[src/rtl/mult_result_collector.sv]
// ============================================================================
// Module   : mult_result_collector
// Purpose  : Assembles 16-bit Multiplier products from byte strobes into a FIFO
//            drained by valid/ready. Optional MULT_COLLECTOR_ACCUM_EN sums pops.
// Revision : 1.0 - initial release
// ============================================================================
`default_nettype none

module mult_result_collector #(
    parameter int DEPTH = 4,
    parameter int CW    = $clog2(DEPTH) + 1
) (
    input  logic          clk,
    input  logic          rst,
    input  logic [7:0]    databus,
    input  logic          lsb_out,
    input  logic          msb_out,
    input  logic          done,
    output logic [15:0]   res_data,
    output logic          res_valid,
    input  logic          res_ready,
    output logic [CW-1:0] count,
    output logic          overflow,
    output logic          proto_err,
    output logic [23:0]   acc_sum
);

    localparam int            AW       = $clog2(DEPTH);
    localparam logic [CW-1:0] FULL_CNT = CW'(DEPTH);

    typedef enum logic [1:0] {
        WAIT_LSB  = 2'd0,
        WAIT_MSB  = 2'd1,
        WAIT_DONE = 2'd2
    } state_t;

    state_t        r_state, w_next_state;
    logic [7:0]    r_lo, r_hi;
    logic          w_cap_lo, w_cap_hi, w_push, w_err;
    logic [15:0]   w_push_data;

    logic [15:0]   r_mem [DEPTH];
    logic [AW-1:0] r_wr_ptr, r_rd_ptr, w_rd_next;
    logic [CW-1:0] w_count_next;
    logic          w_pop, w_full, w_push_ok;

    always_ff @(posedge clk) begin
        if (rst) begin
            r_state <= WAIT_LSB;
            r_lo    <= 8'h00;
            r_hi    <= 8'h00;
        end else begin
            r_state <= w_next_state;
            if (w_cap_lo) r_lo <= databus;
            if (w_cap_hi) r_hi <= databus;
        end
    end

    always_comb begin
        w_next_state = r_state;
        w_cap_lo     = 1'b0;
        w_cap_hi     = 1'b0;
        w_push       = 1'b0;
        w_err        = 1'b0;
        w_push_data  = {r_hi, r_lo};
        if (lsb_out && msb_out) begin
            w_err        = 1'b1;
            w_next_state = WAIT_LSB;
        end else begin
            case (r_state)
                WAIT_LSB: begin
                    if (lsb_out) begin
                        w_cap_lo     = 1'b1;
                        w_next_state = WAIT_MSB;
                    end else if (msb_out) begin
                        w_err = 1'b1;
                    end
                end
                WAIT_MSB: begin
                    if (msb_out && done) begin
                        // Merged strobe: bypass the hi register entirely.
                        w_push       = 1'b1;
                        w_push_data  = {databus, r_lo};
                        w_next_state = WAIT_LSB;
                    end else if (msb_out) begin
                        w_cap_hi     = 1'b1;
                        w_next_state = WAIT_DONE;
                    end else if (lsb_out) begin
                        w_err    = 1'b1;
                        w_cap_lo = 1'b1;
                    end
                end
                WAIT_DONE: begin
                    if (lsb_out) begin
                        w_err        = 1'b1;
                        w_cap_lo     = 1'b1;
                        w_next_state = WAIT_MSB;
                    end else if (msb_out) begin
                        w_err        = 1'b1;
                        w_next_state = WAIT_LSB;
                    end else if (done) begin
                        w_push       = 1'b1;
                        w_next_state = WAIT_LSB;
                    end
                end
                default: w_next_state = WAIT_LSB;
            endcase
        end
    end

    assign w_pop     = res_valid && res_ready;
    assign w_full    = (count == FULL_CNT);
    assign w_push_ok = w_push && (!w_full || w_pop);
    assign w_rd_next = w_pop ? r_rd_ptr + 1'b1 : r_rd_ptr;

    always_comb begin
        w_count_next = count;
        case ({w_push_ok, w_pop})
            2'b10:   w_count_next = count + 1'b1;
            2'b01:   w_count_next = count - 1'b1;
            default: w_count_next = count;
        endcase
    end

    always_ff @(posedge clk) begin
        if (w_push_ok) r_mem[r_wr_ptr] <= w_push_data;
    end

    always_ff @(posedge clk) begin
        if (rst) begin
            r_wr_ptr  <= '0;
            r_rd_ptr  <= '0;
            count     <= '0;
            res_valid <= 1'b0;
            res_data  <= 16'h0000;
            overflow  <= 1'b0;
            proto_err <= 1'b0;
        end else begin
            if (w_push_ok) r_wr_ptr <= r_wr_ptr + 1'b1;
            r_rd_ptr  <= w_rd_next;
            count     <= w_count_next;
            res_valid <= (w_count_next != '0);
            // Next head may be the entry being written this very edge.
            if (w_count_next != '0)
                res_data <= (w_push_ok && (r_wr_ptr == w_rd_next)) ? w_push_data
                                                                     : r_mem[w_rd_next];
            if (w_push && !w_push_ok) overflow <= 1'b1;
            if (w_err) proto_err <= 1'b1;
        end
    end

`ifdef MULT_COLLECTOR_ACCUM_EN
    logic [23:0] r_acc;
    always_ff @(posedge clk) begin
        if (rst)        r_acc <= 24'h0;
        else if (w_pop) r_acc <= r_acc + {8'h00, res_data};
    end
    assign acc_sum = r_acc;
`else
    assign acc_sum = 24'h0;
`endif

endmodule

`default_nettype wire

[config.mk]
export PLATFORM = sky130hd
export DESIGN_NAME = mult_result_collector
export DESIGN_NICKNAME = d
export VERILOG_FILES = /design/src/rtl/mult_result_collector.sv
export SDC_FILE = /design/constraint.sdc
export NUM_CORES = 1
export LEC_CHECK = 0
export CAP_MARGIN = 10
export CORE_MARGIN = 4
export CORE_UTILIZATION = 53
export CTS_BUF_LIST = sky130_fd_sc_hd__clkbuf_4 sky130_fd_sc_hd__clkbuf_8
export DETAILED_ROUTE_END_ITERATION = 8
export PLACE_DENSITY = 0.83
export SLEW_MARGIN = 20
export SYNTH_ARGS = -nofsm -noshare
export SYNTH_HDL_FRONTEND = slang
export SYNTH_SLANG_ARGS = --single-unit
[constraint.sdc]
create_clock -name clk -period 3.5 [get_ports clk]
set_input_delay 1.05 -clock clk [delete_from_list [all_inputs] [get_ports clk]]
set_output_delay 1.05 -clock clk [all_outputs]
set_load 0.02 [all_outputs]
# After elaboration in Yosys (flattened, before gate mapping)
# Memories as Yosys holds them, arrays and structs flattened. A register that Yosys moved wholly into a read port is not among the register bits.
# Index checks and enable logic that the tools add are counted.
totals:
  ram_bits: 64
  reg_bits: 28
  in_bits: 14
  memories: 1
  elab_cells: 68
classes:
  addsub: 4
  eq_ne: 8
  reduce_logical: 13
  muxes: 33
memory_table:
  columns: ["memory", "depth", "word_bits", "read_ports", "rd_clocked_by_memory_dff", "write_ports", "line_no", "source"]
  rows:
  - ["r_mem", 4, 16, 1, 1, 1, "42", "logic [15:0] r_mem [DEPTH];"]
ops:
  columns: ["cell", "n"]
  rows:
  - ["2-to-1 mux 16 bit", 3]
  - ["2-to-1 mux 1 bit", 18]
  - ["2-to-1 mux 2 bit", 7]
  - ["case mux 2 bit (3 select lines)", 1]
  - ["case mux 3 bit (2 select lines)", 1]
  - ["logical AND 1 bit", 5]
  - ["adder 2 x 1 -> 2 bit, second input constant", 2]
  - ["== test 2 x 1 -> 1 bit, second input constant", 2]
  - ["== test 2 bit, second input constant", 2]
  - ["inequality test 4 bit, second input constant", 1]
  - ["case mux 1 bit (2 select lines)", 2]
  - ["OR reduction 2 bit", 2]
  - ["adder 3 x 1 -> 3 bit, second input constant", 1]
  - ["== test 3 bit, second input constant", 1]
  - ["inequality test 3 bit, second input constant", 1]
  - ["case mux 1 bit (3 select lines)", 1]
  - ["AND reduction 3 bit", 1]
  - ["nonzero test 3 bit", 1]
  - ["subtractor 3 x 1 -> 3 bit, second input constant", 1]
  - ["logical NOT 1 bit", 2]
  - ["logical NOT 2 bit", 1]
  - ["inequality test 2 bit, second input constant", 1]
  - ["logical OR 1 bit", 1]

# Longest topological paths before layout
logic_depth:
  ltp_word: 9
  depth_mapped: 13
  depth_no_buf: 12

# Worst setup path after synthesis
# OpenSTA, ideal clock, no wires.
synth_path:
  path_type: "in2reg"
  start: "in lsb_out"
  end: "reg res_data[14], read port of r_mem"
  stages: 11
  arrival_ns: 3.243
  n_path_buf: 2
  path_slack_ns: 0.140
  setup_ns: 0.117
  cell_sequence: "buf_2 nand3b_1 o21ai_1 inv_1 fa_1 xnor2_1 and4_1 o21ai_1 a21oi_2 buf_2 a22o_1"
synth_via:
  elab_chain_len: 7
synth_lines:
  columns: ["item", "line_no", "source"]
  rows:
  - ["start: declaration", "16", "input logic lsb_out,"]
  - ["2-to-1 mux 1 bit", "94", "if (lsb_out) begin"]
  - ["case mux 1 bit (2 select lines)", "70", "case (r_state)"]
  - ["2-to-1 mux 1 bit *", "66", "if (lsb_out && msb_out) begin"]
  - ["logical AND 1 bit *", "113", "assign w_push_ok = w_push && (!w_full || w_pop);"]
  - ["== test 2 x 1 -> 1 bit or == test 2 bit (tied branches)", "118", "case ({w_push_ok, w_pop})"]
  - ["case mux 3 bit (2 select lines) *", "118", null]
  - ["nonzero test 3 bit *", "144", "if (w_count_next != '0)"]
  - ["end: declaration", "19", "output logic [15:0] res_data,"]
# Mark *: on every way between the ends. The rest lies on a longest branch, timed or not.
# A chain may end at the register's enable or synchronous reset.

# Worst setup path in the final report
layout_path:
  start: "in msb_out"
  end: "reg res_data[11], read port of r_mem"
layout_via:
  elab_chain_len: 8
layout_lines:
  columns: ["item", "line_no", "source"]
  rows:
  - ["start: declaration", "17", "input logic msb_out,"]
  - ["2-to-1 mux 1 bit or logical AND 1 bit (tied branches)", "98, 80", null]
  - ["2-to-1 mux 1 bit, on equally long branches", "94, 80", null]
  - ["case mux 1 bit (2 select lines)", "70", null]
  - ["2-to-1 mux 1 bit *", "66", null]
  - ["logical AND 1 bit *", "113", null]
  - ["== test 2 x 1 -> 1 bit or == test 2 bit (tied branches)", "118", null]
  - ["case mux 3 bit (2 select lines) *", "118", null]
  - ["nonzero test 3 bit *", "144", null]
# Marks and branches as above.

==> out/results.tsv <==
stage	metric	value	unit
synthesis	synth_ff_type	edfxtp_1	
route	dr.pass1.iters	4	
sta	hold-worst-slack	0.4868	ns
final_layout	drive_gt1_share	18.56	%
flow_run	max_cap_viol_count	0	
floorplanning	rows	36	
placed_design	io_buffers	35	
route	detail-route-antenna-nets	0	
global_route	grtUsageTotal	22.82	%
setup_path	crit_required	3.76	ns
floorplanning	fp.dieArea	0.01176	mm2
cts	cts_num_sinks	108	
setup_path	startpoint	msb_out	
global_route	grt_pass1_wl	20570	um
route	drt_iter0_drc	265	
hold_path	min_path_type	reg2reg	
sta	hold_viol	0	
floorplanning	start_util	54.43	%
final_layout	final_common_cell	edfxtp_1	
setup_path	max_stage_delay	0.50	ns
synthesis	async_flop_share	0	%
route	wirelength	12780	um
global_route	grt_pass1_vias	3940	
setup_path	start_kind	input port	
route	via_per_inst	6.184	
final_layout	utilization	62.22	%
outcome	status	completed	
placed_design	place_inst	602	
sta	period_needed	3.283	ns
final_layout	syn_to_final_growth	14.30	%
cts	cts.clk_slew.worst_paths	0.10	ns
global_route	antenna_found_initial	0	
cts	post_cts_buffers	0	
cts	cts-root-buf	clkbuf_8	
synthesis	ys_seq_area_share	52.43	%
placed_design	place_congestion	0.8472	
global_route	overflow	0	
cts	cts_buffer_depth	2	
cts	hold_buffers	0	
final_layout	fin_nets	503	
hold_path	min_from	overflow$_SDFFE_PP0P_	
synthesis	syn_inst	438	
synthesis	synth_edf_count	64	
setup_path	cp-end-kind	flop	
synthesis	yosys_warnings	0	
sta	grt_setup_unrepaired	false	
route	drt-wirelength-per-cell	20.68	um
cts	cts_htree_levels	3	
synthesis	yosysUniqueCellTypes	52	
sta	finalClockSkew	0.01390	ns
placed_design	dpl.hpwl	8317	um
setup_path	slowest_stage	clkdlybuf4s50_1	
route	drc	0	
sta	slew-limit-headroom	56.35	%
floorplanning	die_w	108.4	um
setup_path	arrival	3.55	ns
sta	max_freq	0.3046	GHz
floorplanning	ioPinCount	60	
cts	cts_tree	done	
setup_path	path_cells	clkdlybuf4s50_1, mux2i_1, o21ai_1, inv_1, fa_1, xnor2_1, and4_1, o21ai_2, buf_4, nand3b_2, clkinvlp_4, a22o_1	
setup_path	cp_max_fo	9	
setup_path	r2r_slack	0.59	ns
setup_path	setup.worst_path.class	in2reg	
placed_design	dpl_cell_area	0.005921	mm2
final_layout	fin_cells	618	
power_and_ir_drop	p_per_area	401.7	mW/mm2
sta	finalSetupViolations	0	
floorplanning	core-area	0.009819	mm2
global_route	grt_max_degree	47	
cts	postCtsResizedCells	0	
sta	fin_crit_sh	93.80	%
setup_path	reg2reg_to	res_data[11]$_SDFFE_PP0P_	
setup_path	regToRegStartpoint	r_state[1]$_SDFFE_PP0P_	
setup_path	r2r_cells	13	
setup_path	crit_end	res_data[11]$_SDFFE_PP0P_	
sta	worst_slew_pin_slew	0.6547	ns
cts	clk_latency	0.37	ns
synthesis	yosys_register_bits	108	
placed_design	pre_cts_slack	-0.1944	ns
cts	numCtsBuffers	9	
power_and_ir_drop	ir_drop	266.4	uV
floorplanning	die_h	108.4	um
power_and_ir_drop	p_leak	0.002174	uW
final_layout	final_cell_mix	edfxtp_1 (64), dfxtp_1 (44), clkdlybuf4s50_1 (35), nor2_1 (32), o221ai_1 (32)	
synthesis	avgSynthCellArea	12.20	um2
synthesis	syn_area	0.005345	mm2
final_layout	fin_area	0.006110	mm2
route	num_vias	3822	
final_layout	antenna_cells	0	
sta	slew_viol_final	0	
sta	fin_ws	0.2170	ns
[cell type report]
| type | instances | area [um2] |
|---|---|---|
| fill | 795 | 3710 |
| sequential | 108 | 2803 |
| multi-input combinational | 287 | 2275 |
| timing repair buffer | 66 | 658.1 |
| tap | 133 | 166.4 |
| clock buffer | 11 | 138.9 |
| clock inverter | 5 | 35.03 |
| inverter | 8 | 33.78 |
[state kept, by name, indices dropped and copies added (netlist names)]
signal and cells:
count 3, r_hi 8, overflow 1, res_data 16, r_rd_ptr 2, res_valid 1
r_wr_ptr 2, r_lo 8, proto_err 1, r_mem 64, r_state 2
[synthesized netlist by cell type, drive strengths merged (9+ instances only)]
| master | count | area share (%) |
|---|---|---|
| edfxtp | 64 | 36 |
| dfxtp | 44 | 16 |
| buf | 41 | 5.2 |
| mux2 | 33 | 7.1 |
| nor2 | 32 | 2.2 |
| o221ai | 32 | 5.2 |
| mux2i | 29 | 5.4 |
| nand4b | 19 | 3.1 |
| a22oi | 17 | 2.4 |
| clkbuf | 17 | 1.2 |
| o31ai | 17 | 2.6 |
| o21ai | 9 | 0.84 |
[worst min-delay path by stage]
stage	to	slack (ns)	cells past startpoint
after floorplan	r_hi[0]$_SDFFE_PP0P_	0.45	2
after global placement	overflow$_SDFFE_PP0P_	0.46	2
after detailed placement	overflow$_SDFFE_PP0P_	0.46	2
after CTS	overflow$_SDFFE_PP0P_	0.49	2
after global routing	res_data[5]$_SDFFE_PP0P_	0.50	1
final	overflow$_SDFFE_PP0P_	0.49	2
[through the flow]
| step | TNS [ns] | power (uW) |
|---|---|---|
| after global placement | -0.9304 | 1769 |
| after global routing | 0 | 2553 |
| after floorplan | 0 | 1664 |
| after CTS | 0 | 2458 |
| final | 0 | 2454 |
| after detailed placement | -2.939 | 1781 |
[logic make-up (layout without fill, tap and decap cells)]
| kind of cell | Yosys count | count (layout) | synth area share, % |
|---|---|---|---|
| xor gates and xnor gates | 5 | 5 | 0.9599 |
| adders and majority gates | 9 | 9 | 2.247 |
| other | 1 | 24 | 0.07016 |
| and+or+nand+nor | 79 | 79 | 8.942 |
| AOI/OAI and AO/OA | 108 | 108 | 15.87 |
| DFF | 108 | 108 | 52.43 |
| muxes | 62 | 62 | 12.52 |
| buffers and inverters | 66 | 90 | 6.952 |
[critical path: cells and delay by family]
family / cells / cell delay (ns)
buffers and inverters: 4 / 0.93
multiplexers: 1 / 0.10
XOR/XNOR: 1 / 0.21
AO/OA/AOI/OAI: 3 / 0.51
AND/OR/NAND/NOR: 2 / 0.35
adder cells (fa/ha/maj): 1 / 0.41
[metal layers]
metal	track usage [%]	wire length (um)	vias to the layer above
met4	11.27	397	0
met1	30.36	5422	1842
met5	0	0	-
li1	-	-	1742
met3	3.104	880	33
met2	36.72	6081	205
[power breakdown]
part	switching, uW	total, uW	internal (uW)
logic	207	357	150
registers	33.9	1400	1370
clock network	414	693	278
(Power assumes the default switching activity.)
